## src/rtl/ram_bist_ctrl_pkg.sv

```systemverilog
// Shared types for the RAM BIST initiator:
// FSM state encoding, saturation limit and the test pattern.
package ram_bist_ctrl_pkg;

   typedef enum logic [2:0] {
      S_IDLE,
      S_WRITE,
      S_READ,
      S_DRAIN,
      S_DONE
   } state_t;

   localparam logic [7:0] ERR_SAT = 8'hFF;

   // Callers truncate the result to their data width.
   function automatic logic [31:0] pattern(
      input logic [31:0] a,
      input logic [31:0] seed
   );
      return a ^ seed;
   endfunction

endpackage

```

## src/rtl/ram_bist_ctrl.sv

```systemverilog
// BIST initiator for a single-port RAM with registered read: writes
// pattern(a) over [ADDR_LO,ADDR_HI], reads it back and compares.
// Ports: clk, rst (sync, active high), start; ram_dout in;
// ram_din/ram_addr/ram_cs/ram_we to the RAM; busy, done (pulse),
// pass, err_count (saturating), first_err_addr as run results.
module ram_bist_ctrl
   import ram_bist_ctrl_pkg::*;
#(
   parameter int            AW      = 8,
   parameter int            DW      = 8,
   parameter int            ADDR_LO = 0,
   parameter int            ADDR_HI = 255,
   parameter logic [DW-1:0] SEED    = DW'(8'hA5)
) (
   input  logic          clk,
   input  logic          rst,
   input  logic          start,
   input  logic [DW-1:0] ram_dout,
   output logic [DW-1:0] ram_din,
   output logic [AW-1:0] ram_addr,
   output logic          ram_cs,
   output logic          ram_we,
   output logic          busy,
   output logic          done,
   output logic          pass,
   output logic [7:0]    err_count,
   output logic [AW-1:0] first_err_addr
);

   localparam logic [AW-1:0] LO = AW'(ADDR_LO);
   localparam logic [AW-1:0] HI = AW'(ADDR_HI);

   function automatic logic [DW-1:0] pat(input logic [AW-1:0] a);
      return DW'(pattern(32'(a), 32'(SEED)));
   endfunction

   state_t        state, nxt;
   logic          drain_cnt;
   logic          tag_vld;
   logic [DW-1:0] tag_exp;
   logic [AW-1:0] tag_addr;

   logic          d_cs, d_we;
   logic [AW-1:0] d_addr;
   logic [DW-1:0] d_din;
   logic [AW-1:0] addr_inc;
   logic          mis;
   logic          go;

   assign addr_inc = ram_addr + AW'(1);
   assign go       = (state == S_IDLE) && start;
   // X on the read bus is treated as a mismatch.
   assign mis      = tag_vld && (ram_dout !== tag_exp);

   always_ff @(posedge clk) begin
      if (rst) begin
         state          <= S_IDLE;
         drain_cnt      <= 1'b0;
         tag_vld        <= 1'b0;
         tag_exp        <= '0;
         tag_addr       <= '0;
         ram_cs         <= 1'b0;
         ram_we         <= 1'b0;
         ram_addr       <= '0;
         ram_din        <= '0;
         busy           <= 1'b0;
         done           <= 1'b0;
         pass           <= 1'b0;
         err_count      <= '0;
         first_err_addr <= '0;
      end else begin
         state     <= nxt;
         drain_cnt <= (state == S_DRAIN) ? ~drain_cnt : 1'b0;
         ram_cs    <= d_cs;
         ram_we    <= d_we;
         ram_addr  <= d_addr;
         ram_din   <= d_din;
         busy      <= (nxt == S_WRITE) || (nxt == S_READ) ||
                      (nxt == S_DRAIN);
         done      <= (nxt == S_DONE);
         // Tag follows the read presented this cycle; its data
         // arrives one edge later.
         tag_vld   <= ram_cs && !ram_we;
         tag_exp   <= pat(ram_addr);
         tag_addr  <= ram_addr;
         if (go) begin
            err_count      <= '0;
            first_err_addr <= '0;
            pass           <= 1'b0;
         end else begin
            if (mis) begin
               if (err_count != ERR_SAT)
                  err_count <= err_count + 8'd1;
               if (err_count == 8'd0)
                  first_err_addr <= tag_addr;
            end
            if (nxt == S_DONE)
               pass <= (err_count == 8'd0);
         end
      end
   end

   always_comb begin
      nxt = state;
      unique case (state)
         S_IDLE:  if (start) nxt = S_WRITE;
         S_WRITE: if (ram_addr == HI) nxt = S_READ;
         S_READ:  if (ram_addr == HI) nxt = S_DRAIN;
         S_DRAIN: if (drain_cnt) nxt = S_DONE;
         S_DONE:  nxt = S_IDLE;
         default: nxt = S_IDLE;
      endcase
   end

   always_comb begin
      d_cs   = 1'b0;
      d_we   = 1'b0;
      d_addr = ram_addr;
      d_din  = ram_din;
      unique case (state)
         S_IDLE: begin
            if (start) begin
               d_cs   = 1'b1;
               d_we   = 1'b1;
               d_addr = LO;
               d_din  = pat(LO);
            end
         end
         S_WRITE: begin
            d_cs = 1'b1;
            if (ram_addr == HI) begin
               d_addr = LO;
            end else begin
               d_we   = 1'b1;
               d_addr = addr_inc;
               d_din  = pat(addr_inc);
            end
         end
         S_READ: begin
            if (ram_addr != HI) begin
               d_cs   = 1'b1;
               d_addr = addr_inc;
            end
         end
         default: ;
      endcase
   end

endmodule

```

## config.mk

```make
export PLATFORM = sky130hd
export DESIGN_NAME = ram_bist_ctrl
export DESIGN_NICKNAME = d
export VERILOG_FILES = /design/src/rtl/ram_bist_ctrl_pkg.sv /design/src/rtl/ram_bist_ctrl.sv
export SDC_FILE = /design/constraint.sdc
export NUM_CORES = 1
export LEC_CHECK = 0
export BUFFER_PORTS_ARGS = -buffer_cell sky130_fd_sc_hd__buf_2
export CAP_MARGIN = 10
export CORE_MARGIN = 2
export CORE_UTILIZATION = 35
export DETAILED_ROUTE_END_ITERATION = 7
export GPL_ROUTABILITY_DRIVEN = 0
export MAX_ROUTING_LAYER = met4
export SLEW_MARGIN = 15
export SYNTH_ARGS = -nofsm -noshare
export SYNTH_HDL_FRONTEND = slang
export SYNTH_SLANG_ARGS = --single-unit
export TNS_END_PERCENT = 50
```

## constraint.sdc

```tcl
create_clock -name clk -period 2.36 [get_ports clk]
set_clock_uncertainty 0.15 [all_clocks]
set_input_delay 0.236 -clock clk [delete_from_list [all_inputs] [get_ports clk]]
set_output_delay 0.236 -clock clk [all_outputs]
set_load 0.01 [all_outputs]
```

-- After elaboration in Yosys (flattened, before gate mapping)
Cells that the tools add are included.
- add/sub/neg operators: 2
- equality and inequality tests: 14
- multiplexer cells: 17
- bitwise gates (word level): 4
- reductions and logical operators: 16
- operators with widths (operator ; count):
    $mux 8 ; 5
    $pmux 8 s3 ; 1
    $add 8x1->8 const B ; 2
    $ne 8x8->1 const B ; 2
    $pmux 8 s2 ; 1
    $eq 3x2->1 const B ; 4
    $mux 3 ; 4
    $pmux 3 s4 ; 1
    $eq 8x8->1 const B ; 1
    $logic_not 8->1 ; 1
    $nex 8x8->1 ; 1
    $not 4->4 ; 2
    $eq 3x1->1 const B ; 2
    $ne 2x2->1 const B ; 3
    $reduce_and 3->1 ; 2
    $reduce_and 2->1 ; 2
    $reduce_or 2->1 ; 2
    $eq 3x3->1 const B ; 1
    $logic_and 1x1->1 ; 3
    $logic_not 3->1 ; 1
    $mux 1 ; 3
    $pmux 1 s3 ; 1
    $reduce_bool 3->1 ; 1
    $logic_or 1x1->1 ; 2
    other kinds (4) ; 5
- flip-flop bits (word level): 58
- input port bits: 11
- output and inout port bits: 37
- word-level logic and storage cells: 67

-- Depth between registers and ports, before layout
- word-level depth: 6
- gate-level depth with buffers: 7
- depth with buffers taken out: 7

-- Worst setup path after synthesis
OpenSTA, ideal clock, no wires.
- path type: reg-to-reg
- start point: register ram_addr[1]
- end point: register ram_din[1]
- library setup time: 0.128 ns
- arrival: 1.645 ns
- required time: 2.082 ns
- slack: 0.437 ns
- cell stages (with the launch flop): 8
- buffers on the path: 1
- clock period less this slack: 1.923 ns
- cell sequence: dfxtp_1 ha_1 nand2_1 or3_1 clkbuf_1 and3_4 a22oi_1 nor2_1
- cells in the longest elaborated chain, start to end: 3
- elaborated cells between the ends (all ways): 6
- classes of those cells: 1 x add/sub; 2 x eq/ne; 2 x mux; 1 x reduce/logical
- ends and longest elaborated chain (item ; line ; source):
    start: declaration ; ram_bist_ctrl.sv:20 ; output logic [AW-1:0] ram_addr,
    start signal: assignment ; ram_bist_ctrl.sv:76 ; ram_addr <= d_addr;
    $add 8x1->8 / $eq 8x8->1 (equally long branches) ; ram_bist_ctrl.sv:50, ram_bist_ctrl.sv:131 ;
    $mux 8 / $ne 2x2->1 (equally long branches) ; n/a ;
    $pmux 8 s2 / $reduce_and 3->1 (equally long branches) ; n/a ;
    end signal: assignment ; ram_bist_ctrl.sv:77 ; ram_din <= d_din;
    end: declaration ; ram_bist_ctrl.sv:19 ; output logic [DW-1:0] ram_din,
Parallel ways exist; a longest one is shown, timed or not. The select of a mux whose other input is x is not followed.
A chain may end at the register's enable or synchronous reset.

-- Worst setup path after layout
- start point: register err_count[0]
- end point: register first_err_addr[3]
- cells in the longest elaborated chain, start to end: 2
- ends and longest elaborated chain (item ; line ; source):
    start: declaration ; ram_bist_ctrl.sv:26 ; output logic [7:0] err_count,
    start signal: assignment ; ram_bist_ctrl.sv:93 ; err_count <= err_count + 8'd1;
    $logic_not 8->1 ; ram_bist_ctrl.sv:94 ; if (err_count == 8'd0)
    $reduce_and 2->1 (no line) ; n/a ;
    end signal: assignment ; ram_bist_ctrl.sv:95 ; first_err_addr <= tag_addr;
    end: declaration ; ram_bist_ctrl.sv:27 ; output logic [AW-1:0] first_err_addr
Every way passes these cells.

==> impl_metrics.toml <==
[placed_design]
placed_cells = 358
dp_slack_ns = 0.3956
dp_hpwl_mm = 3.670
placed_cell_area_mm2 = 0.002579
numPortBuffers = 47

[setup_path]
cp.required_ns = 2.41
critPathSlowestCell = "or4b_4"
crit_path_max_fanout = 8
start_kind = "flip-flop"
r2r_start = "err_count[0]"
path_cells = "inv_1 > ha_1 > or4b_4 > nor4_4 > o211ai_4 > mux2i_1 > nor2_1"
reg2reg_setup_slack_ns = 0.40
worst-r2r-cell-count = 7
crit_family = "simple AND/OR/NAND/NOR gates"
critPathArrivalTime_ns = 2.02
r2r-end = "first_err_addr[3]"
cp_num_buf_inv = 1
worst_setup_path_end_kind = "flip-flop"
critPathMaxStageDelay_ns = 0.46
crit_type = "flip-flop to flip-flop"

[grt]
antenna_found_initial = 0
grt_pass1_wl_mm = 8.286
grt_pass1_vias = 1685
grt_max_degree = 20
grt_overflow_total = 0
track_usage_pct = 15.03

[cells_and_area]
drive_gt1_share_pct = 24.57
fill_cells = 630
ff_latch_area_mm2 = 0.001081
multi_input_area_mm2 = 0.001080
n_antenna_cell = 0
final_nets = 302
mostFrequentLayoutCells = "dfxtp_1 (54), buf_2 (47), nor2_1 (27)"
final_cells = 366
layout_commonest_cell = "dfxtp_1"
fin_area_mm2 = 0.002671
fin_util_pct = 42.56
area_growth_pct = 19.41

[min_path]
hold-path-endpoint = "ram_din[4]"
hold_start = "rst"
holdPathStages = 2
worstHoldPathType = "input port to flip-flop"

[timing]
slew_violations = 0
post-route-min-period_ns = 1.963
finalSetupViolations = 0
timing.hold.ws_ns = 0.1375
finalHoldViolCount = 0
min_period_over_period_pct = 83.17
fin_tns_setup_ns = 0
rsz0062_at_grt = "false"
tightest_slew_ns = 0.6019
fmax_mhz = 509.5
fin_ws_ns = 0.3972
max_slew_margin_pct = 59.68

[floorplan]
placementRows = 29
start_util_pct = 35.64
die_area_mm2 = 0.007048
die_y_um = 83.95
core_mm2 = 0.006277
top_level_ports = 48
dieWidth_um = 83.95

[power]
vdd_drop_max_v = 0.0003024
seq_power_share_pct = 58.4
clock_power_share_pct = 33.1
total_power_mw = 1.624
p_sw_share_pct = 25.83
power.internal_mw = 1.205
combinationalPowerShare_pct = 8.5
power_density_mw_per_mm2 = 608.1
p_switching_mw = 0.4196
leakage_nw = 1.120

[synth]
yosys.area_share.simple_pct = 20.30
avgSynthCellArea_um2 = 9.400
synth_nets = 252
yosysWarnings = 0
synth_cell_types = 50
async_flop_share_pct = 0
netlist_area_mm2 = 0.002237
synth-edff-count = 0
synth_flop_cell = "dfxtp_1"
synthCells = 238
synth_top_family_by_area = "simple AND/OR/NAND/NOR gates"
muxShareOfSynthArea_pct = 4.474
synth_compound_area_share_pct = 15.94
yosysSeqAreaShare_pct = 48.32
synth_xor_area_share_pct = 5.872
synth_adder_area_share_pct = 1.678
ys_ff_latch = 54

[detailed_routing]
dr.pass1.iters = 4
vias_per_cell = 5.077
vias = 1858
drt_iter0_drc = 71
antenna_left = 0
routedWlPerCell_um = 13.51
drc_errors = 0
routed_wl_mm = 4.946

[cts]
cts_resized = 0
cts_tree = "done"
holdBufCountCts = 0
clk_pin_slew_ns = 0.11
cts_buffer_depth = 2
clock_sinks = 54
htree_levels = 2
cts_buffers = 5
clk_root_buffer_cell = "clkbuf_8"
cts_setup_buffers = 0
clk_latency_ns = 0.31

[job]
cap_violations = 0

[run_status]
outcome = "finished, final reports clean"
cell type report:
class,count,area share [%]
timing repair buffer,55,11.05
multi-input combinational,165,40.42
clock inverter,3,0.8899
inverter,7,0.9836
sequential,54,40.47
clock buffer,5,2.576
tap,77,3.607
worst max path at each step:
stage | start | to | slack, ns | cells past startpoint
floorplan | ram_addr[1] | ram_din[1] | 0.44 | 7
global placement | err_count[0] | first_err_addr[0] | 0.42 | 7
detailed placement | err_count[0] | first_err_addr[3] | 0.40 | 7
CTS | err_count[0] | first_err_addr[3] | 0.38 | 7
global route | err_count[0] | first_err_addr[1] | 0.23 | 7
finish | err_count[0] | first_err_addr[3] | 0.40 | 7
routing by layer:
layer	part of all wire (%)	track usage, %	wire length [um]
met3	3.3	3.264	164
met4	1.5	5.279	74
met2	46	22.55	2258
met1	49	20.06	2448
met5	0	-	0
state kept, by name, indices dropped and copies added, names as in the netlist:
signal,flops
ram_cs,1
state,3
ram_addr,8
busy,1
done,1
tag_addr,4
drain_cnt,1
tag_exp,8
err_count,8
ram_din,8
first_err_addr,8
tag_vld,1
pass,1
ram_we,1
Yosys cell counts, types with 2 or more instances:
master | n | share of area (%)
nand2_1 | 16 | 2.7
o31ai_1 | 3 | 1.0
a31oi_1 | 3 | 0.84
o211ai_1 | 2 | 0.67
a32o_1 | 2 | 0.89
a22o_1 | 2 | 0.78
o22ai_1 | 2 | 0.56
nand3_1 | 10 | 2.2
xnor2_1 | 11 | 4.3
o41ai_1 | 2 | 0.78
nor3_1 | 9 | 2.0
ha_1 | 3 | 1.7
buf_2 | 3 | 0.67
xor2_1 | 4 | 1.6
inv_1 | 7 | 1.2
or3_1 | 2 | 0.56
a21oi_1 | 7 | 1.6
o311ai_0 | 2 | 0.78
o21ai_0 | 9 | 2.0
clkbuf_1 | 7 | 1.2
a22oi_1 | 3 | 1.0
mux2i_1 | 10 | 4.5
nand2b_1 | 3 | 0.84
dfxtp_1 | 54 | 48
nor4_1 | 3 | 0.84
nor2_1 | 27 | 4.5
nand4_1 | 2 | 0.56
nor2b_1 | 8 | 2.2
power by group through the flow:
stage | logic, mW | clock network, mW | registers [mW]
global placement | 0.139 | 0 | 0.970
detailed placement | 0.140 | 0 | 0.970
CTS | 0.140 | 0.562 | 0.949
finish | 0.138 | 0.537 | 0.949
global route | 0.153 | 0.603 | 0.953
floorplan | 0.0848 | 0 | 0.973
cell families after synthesis:
family / count (synthesis)
compound gates: 49
xor+xnor: 15
fa+ha+maj: 3
buf+inv: 19
flops: 54
mux: 10
simple gates: 88
No activity file was read; power rests on OpenSTA's default activity.
